$ cat src/rtl/mor1kx_wb_stage_mux_pkg.sv
// mor1kx_wb_stage_mux_pkg: writeback state encodings and index-width helper
package mor1kx_wb_stage_mux_pkg;

    localparam logic [1:0] MOR1KX_WB_STATE_IDLE   = 2'd0;
    localparam logic [1:0] MOR1KX_WB_STATE_DIRECT = 2'd1;
    localparam logic [1:0] MOR1KX_WB_STATE_WAIT   = 2'd2;

    typedef enum logic [1:0] {
        WB_IDLE   = MOR1KX_WB_STATE_IDLE,
        WB_DIRECT = MOR1KX_WB_STATE_DIRECT,
        WB_WAIT   = MOR1KX_WB_STATE_WAIT
    } wb_state_e;

    function automatic int idx_width(input int n);
        return n > 1 ? $clog2(n) : 1;
    endfunction

endpackage

$ cat src/rtl/mor1kx_wb_stage_mux_late_sel.sv
// mor1kx_wb_late_sel: lowest-set-bit encoder on late selects plus indexed result/valid pick
module mor1kx_wb_late_sel
    import mor1kx_wb_stage_mux_pkg::*;
#(
    parameter int NUM_LATE = 2,
    parameter int W        = 32,
    parameter int IW       = idx_width(NUM_LATE)
) (
    input  logic [NUM_LATE-1:0]   sel_i,
    input  logic [IW-1:0]         idx_i,
    input  logic [NUM_LATE*W-1:0] result_i,
    input  logic [NUM_LATE-1:0]   valid_i,
    output logic                  any_o,
    output logic [IW-1:0]         idx_o,
    output logic [W-1:0]          result_o,
    output logic                  valid_o
);

    assign any_o = |sel_i;

    always_comb begin
        idx_o    = '0;
        result_o = '0;
        valid_o  = 1'b0;
        for (int k = NUM_LATE - 1; k >= 0; k--)
            if (sel_i[k]) idx_o = IW'(k);
        for (int k = 0; k < NUM_LATE; k++)
            if (idx_i == IW'(k)) begin
                result_o = result_i[k*W +: W];
                valid_o  = valid_i[k];
            end
    end

endmodule

$ cat src/rtl/mor1kx_wb_stage_mux.sv
// mor1kx_wb_stage_mux: RF writeback stage; registers single-cycle results and
// waits on a selected multi-cycle unit, stalling upstream until it is valid.
module mor1kx_wb_stage_mux
    import mor1kx_wb_stage_mux_pkg::*;
#(
    parameter int OPTION_OPERAND_WIDTH = 32,
    parameter int OPTION_RF_ADDR_WIDTH = 5,
    parameter int NUM_LATE             = 2,
    parameter int OPTION_FI            = 0
) (
    input  logic                                 clk,
    input  logic                                 rst,
    input  logic [OPTION_OPERAND_WIDTH-1:0]          alu_result_i,
    input  logic [OPTION_OPERAND_WIDTH-1:0]          lsu_result_i,
    input  logic [OPTION_OPERAND_WIDTH-1:0]          spr_i,
    input  logic [NUM_LATE*OPTION_OPERAND_WIDTH-1:0] late_result_i,
    input  logic [NUM_LATE-1:0]                  late_valid_i,
    input  logic                                 ex_valid_i,
    input  logic                                 ex_rf_we_i,
    input  logic [OPTION_RF_ADDR_WIDTH-1:0]      ex_rfd_adr_i,
    input  logic                                 op_lsu_load_i,
    input  logic                                 op_mfspr_i,
    input  logic [NUM_LATE-1:0]                  op_late_i,
    input  logic                                 flush_i,
    input  logic [OPTION_OPERAND_WIDTH-1:0]          fi_mask_i,
    output logic [OPTION_OPERAND_WIDTH-1:0]          rf_result_o,
    output logic                                 rf_wb_o,
    output logic [OPTION_RF_ADDR_WIDTH-1:0]      rf_wb_adr_o,
    output logic                                 wb_valid_o,
    output logic                                 wb_stall_o
);

    localparam int W  = OPTION_OPERAND_WIDTH;
    localparam int A  = OPTION_RF_ADDR_WIDTH;
    localparam int IW = idx_width(NUM_LATE);

    wb_state_e      state_q, state_d;
    logic [W-1:0]   res_q, res_d;
    logic           we_q, we_d;
    logic [A-1:0]   adr_q, adr_d;
    logic [IW-1:0]  idx_q, idx_d;
    logic           late_any, late_vld, in_wait, stall, capture;
    logic [IW-1:0]  late_idx;
    logic [W-1:0]   late_res, fi;

    mor1kx_wb_late_sel #(.NUM_LATE(NUM_LATE), .W(W), .IW(IW)) u_late_sel (
        .sel_i    (op_late_i),
        .idx_i    (idx_q),
        .result_i (late_result_i),
        .valid_i  (late_valid_i),
        .any_o    (late_any),
        .idx_o    (late_idx),
        .result_o (late_res),
        .valid_o  (late_vld)
    );

    assign fi      = OPTION_FI != 0 ? fi_mask_i : '0;
    assign in_wait = state_q == WB_WAIT;
    assign stall   = in_wait & ~late_vld;
    assign capture = ex_valid_i & ~stall & ~flush_i;

    always_comb begin
        state_d = flush_i ? WB_IDLE : capture ? (late_any ? WB_WAIT : WB_DIRECT) : stall ? WB_WAIT : WB_IDLE;
        res_d   = (capture & ~late_any) ? ((op_mfspr_i ? spr_i : op_lsu_load_i ? lsu_result_i : alu_result_i) ^ fi) : res_q;
        we_d    = capture ? ex_rf_we_i : we_q;
        adr_d   = capture ? ex_rfd_adr_i : adr_q;
        idx_d   = capture ? late_idx : idx_q;
    end

    always_ff @(posedge clk) begin
        if (rst) begin
            state_q <= WB_IDLE;
            res_q   <= '0;
            we_q    <= 1'b0;
            adr_q   <= '0;
            idx_q   <= '0;
        end else begin
            state_q <= state_d;
            res_q   <= res_d;
            we_q    <= we_d;
            adr_q   <= adr_d;
            idx_q   <= idx_d;
        end
    end

    // Reset masks the outputs immediately so an abandoned WAIT never writes.
    assign rf_result_o = rst ? '0 : in_wait ? (late_res ^ fi) : res_q;
    assign rf_wb_o     = ~rst & ((state_q == WB_DIRECT) ? we_q : (in_wait & we_q & late_vld & ~flush_i));
    assign rf_wb_adr_o = rst ? '0 : adr_q;
    assign wb_valid_o  = ~rst & (state_q != WB_IDLE);
    assign wb_stall_o  = ~rst & stall;

endmodule

$ cat config.mk
export PLATFORM = sky130hd
export DESIGN_NAME = mor1kx_wb_stage_mux
export DESIGN_NICKNAME = d
export VERILOG_FILES = /design/src/rtl/mor1kx_wb_stage_mux_pkg.sv /design/src/rtl/mor1kx_wb_stage_mux_late_sel.sv /design/src/rtl/mor1kx_wb_stage_mux.sv
export SDC_FILE = /design/constraint.sdc
export NUM_CORES = 1
export LEC_CHECK = 0
export CAP_MARGIN = 20
export CORE_MARGIN = 3
export CORE_UTILIZATION = 31
export DETAILED_ROUTE_END_ITERATION = 16
export PLACE_DENSITY = 0.79
export SLEW_MARGIN = 20
export SYNTH_ARGS = -nofsm -noshare
export SYNTH_HDL_FRONTEND = slang
export SYNTH_SLANG_ARGS = --single-unit
export TNS_END_PERCENT = 1
$ cat constraint.sdc
create_clock -name clk -period 1.75 [get_ports clk]
set_clock_uncertainty 0.1 [all_clocks]
set_input_delay 0.2625 -clock clk [delete_from_list [all_inputs] [get_ports clk]]
set_output_delay 0.2625 -clock clk [all_outputs]
set_load 0.1 [all_outputs]
==> flow_summary.ini <==
[setup_path]
slowest_delay_ns = 0.33
start_kind = register
cp.required_ns = 1.39
critPathTopFamily = buffers and inverters
path_cells = nor2b_4 > buf_12 > clkbuf_16 > buf_4 > a211oi_4 > buf_12
cp_data_arrival_time_ns = 1.68
path_class = reg2out
crit_path_end_kind = primary output
path_max_fanout = 6
worst_path_max_delay_cell = dfxtp_2
cp_num_buf_inv = 4
crit_top_cell = buf_12

[detailed_routing]
firstDrtPassIters = 4
drt_iter0_markers = 132
detail_route.vias_per_cell = 4.90
drc = 0
avgRoutedWirePerCell_um = 16.1
finalWirelength_mm = 11.8
vias = 3596
ant_nets = 0

[clock_tree]
cts_buffers = 5
worstSkewPairLatency_ns = 0.28
cts.clk_slew.worst_paths_ns = 0.08
htree_levels = 2
cts_tree = yes
clock_sinks = 41
cts_root_buffer = clkbuf_8
cts.hold.buffers_added = 0
clockBufferDepth = 2

[run]
cap_violations = 0

[die]
rows = 36
io_pins = 248
die_height_um = 108
chipWidth_um = 108
core_area_um2 = 9910
die-area_um2 = 11600
start_util_pct = 32.2

[yosys]
synth_cell_type_count = 26
ys_ff_latch = 41
netlist_area_um2 = 3190
yosysSeqAreaShare_pct = 25.7
syn-instance-count = 375
syn_avg_cell_area_um2 = 8.52
yosysWarningCount = 0
postSynthNetCount = 583

[grt]
grt_max_degree = 65
grt_pass1_vias = 3599
grt-ovfl-total = 0
antenna_found_initial = 0
grt_usage_pct = 19.0
grt_pass1_wl_mm = 17.7

[final_layout]
layout-drive-gt1-share_pct = 28.3
num_antenna_cells = 0
n_fill_cell = 747
nNetsFinal = 808
seq_area_um2 = 826
area_delta_synth_final_pct = 115
multi_input_area_um2 = 2640

[sta]
hold_viol_final = 0
maxSlewHeadroom_pct = 75.8
fin_ws_ns = -0.297
fmax_ghz = 0.489
fin_crit_sh_pct = 117
totalNegativeSetupSlack_ns = -8.56
tightest_slew_ns = 0.354
rsz0062_at_grt = yes
post-route-min-period_ns = 2.05
setup_viol = 34
drv_slew = 0

[pwr]
powerDensity_nw_per_um2 = 464
peakVddDrop_v = 0.000276
leakagePower_nw = 2.54
power_mw = 3.18

[outcome]
status = complete, but fails checks
violations = setup timing

[place]
port_buffers = 215
place.gp.congestion = 0.760
dpl.hpwl_mm = 9.04

[hold_path]
hp-class = in2reg
==> layer usage <==
metal / global-route usage [%] / share of wire, % / vias to the layer above
met5: 0 / 0 / -
met2: 35.4 / 54 / 128
li1: - / - / 1766
met3: 3.48 / 5.8 / 10
met4: 3.61 / 1.1 / 0
met1: 22.7 / 39 / 1692
==> power breakdown <==
group	internal (mW)	switching, mW	leakage (nW)	total, mW
Clock	0.465	0.324	0.0585	0.790
Combinational	0.751	0.664	2.15	1.42
Sequential	0.959	0.0146	0.334	0.974
Total	2.18	1.00	2.54	3.18
==> worst register-to-register path: stages (launching register included) <==
cell and delay [ns]:
dfxtp_2 0.33, nor2b_4 0.14, buf_12 0.15, buf_6 0.14
buf_4 0.14, a21oi_2 0.15, buf_6 0.15, mux2_1 0.33
==> state kept, by name (all words and copies together) (netlist names) <==
signal and count:
adr_q 5, res_q 32, idx_q 1, state_q 2, we_q 1
==> cells in the mapped netlist (all sizes together) <==
library cell,count,area (µm²)
dfxtp,41,821
nand2,35,131
buf,13,82.6
nor2b,11,68.8
mux2i,66,664
and3,1,6.26
and2,1,6.26
clkbuf,26,97.6
a21oi,2,13.8
inv,2,7.51
o211ai,32,240
a2111oi,1,8.76
a2111o,1,11.3
nor2,36,135
nand2b,34,213
o31a,1,8.76
a211oi,33,248
o21ai,1,5.00
mux2,37,417
or3b,1,8.76
==> layout make-up <==
type,count,share of cell area (%)
repair buffers,257,45.3
flip-flops and latches,41,12.0
multi-input cells,293,38.4
clock buffers,7,1.26
well taps,133,2.43
inverters,2,0.109
clock inverters,1,0.438
==> final timing paths <==
check                    startpoint                endpoint  slack [ns]  cells after the start
max reg2reg   state_q[1]$_SDFF_PP0_   adr_q[4]$_SDFFE_PP0P_        0.03                      7
min                             rst   state_q[0]$_SDFF_PP0_        0.26                      2
max           state_q[1]$_SDFF_PP0_          rf_result_o[8]       -0.30                      6
min reg2reg  res_q[10]$_SDFFE_PP0P_  res_q[10]$_SDFFE_PP0P_        0.37                      2
==> metrics by stage <==
step                utilization, %  cell area (µm²)  hold WS (ns)  std cells  setup slack, ns
floorplan                        -             3660         0.235        375           -0.486
finish                        69.2             6860         0.263        734           -0.297
global route                  69.2             6860         0.272        734           -0.364
detailed placement            65.6             6500         0.356        713           -0.213
global placement              65.6             6500         0.347        713           -0.190
CTS                           67.4             6680         0.228        723           -0.321
==> placed cells by master (no fill, tap or decap), types with 2 or more instances in the layout <==
cell type and count:
buf_2 2, nand2_1 35, mux2i_1 65, nand2b_1 34
buf_12 52, clkdlybuf4s50_1 172, a211oi_4 32, nor2b_1 10
clkbuf_8 6, dfxtp_1 39, buf_16 2, mux2_2 32
clkbuf_16 2, nor2_2 5, mux2_1 5, o211ai_1 32
buf_6 5, buf_4 21, nor2_1 30
==> kinds of logic after synthesis <==
logic type	share of synthesized area, %
AOI/OAI and AO/OA	16.8
and+or+nand+nor	17.8
muxes	33.8
DFF	25.7
buffers and inverters	5.88
==> repair_timing <==
item                                   4_1_cts  5_1_grt
setup endpoints to repair                   34       34
pin swaps                                   16       14
endpoints found under the hold margin        0        0
setup buffers                                1        8
resized for setup                            6       10
gates cloned                                 1        3
(Power assumes the default switching activity.)
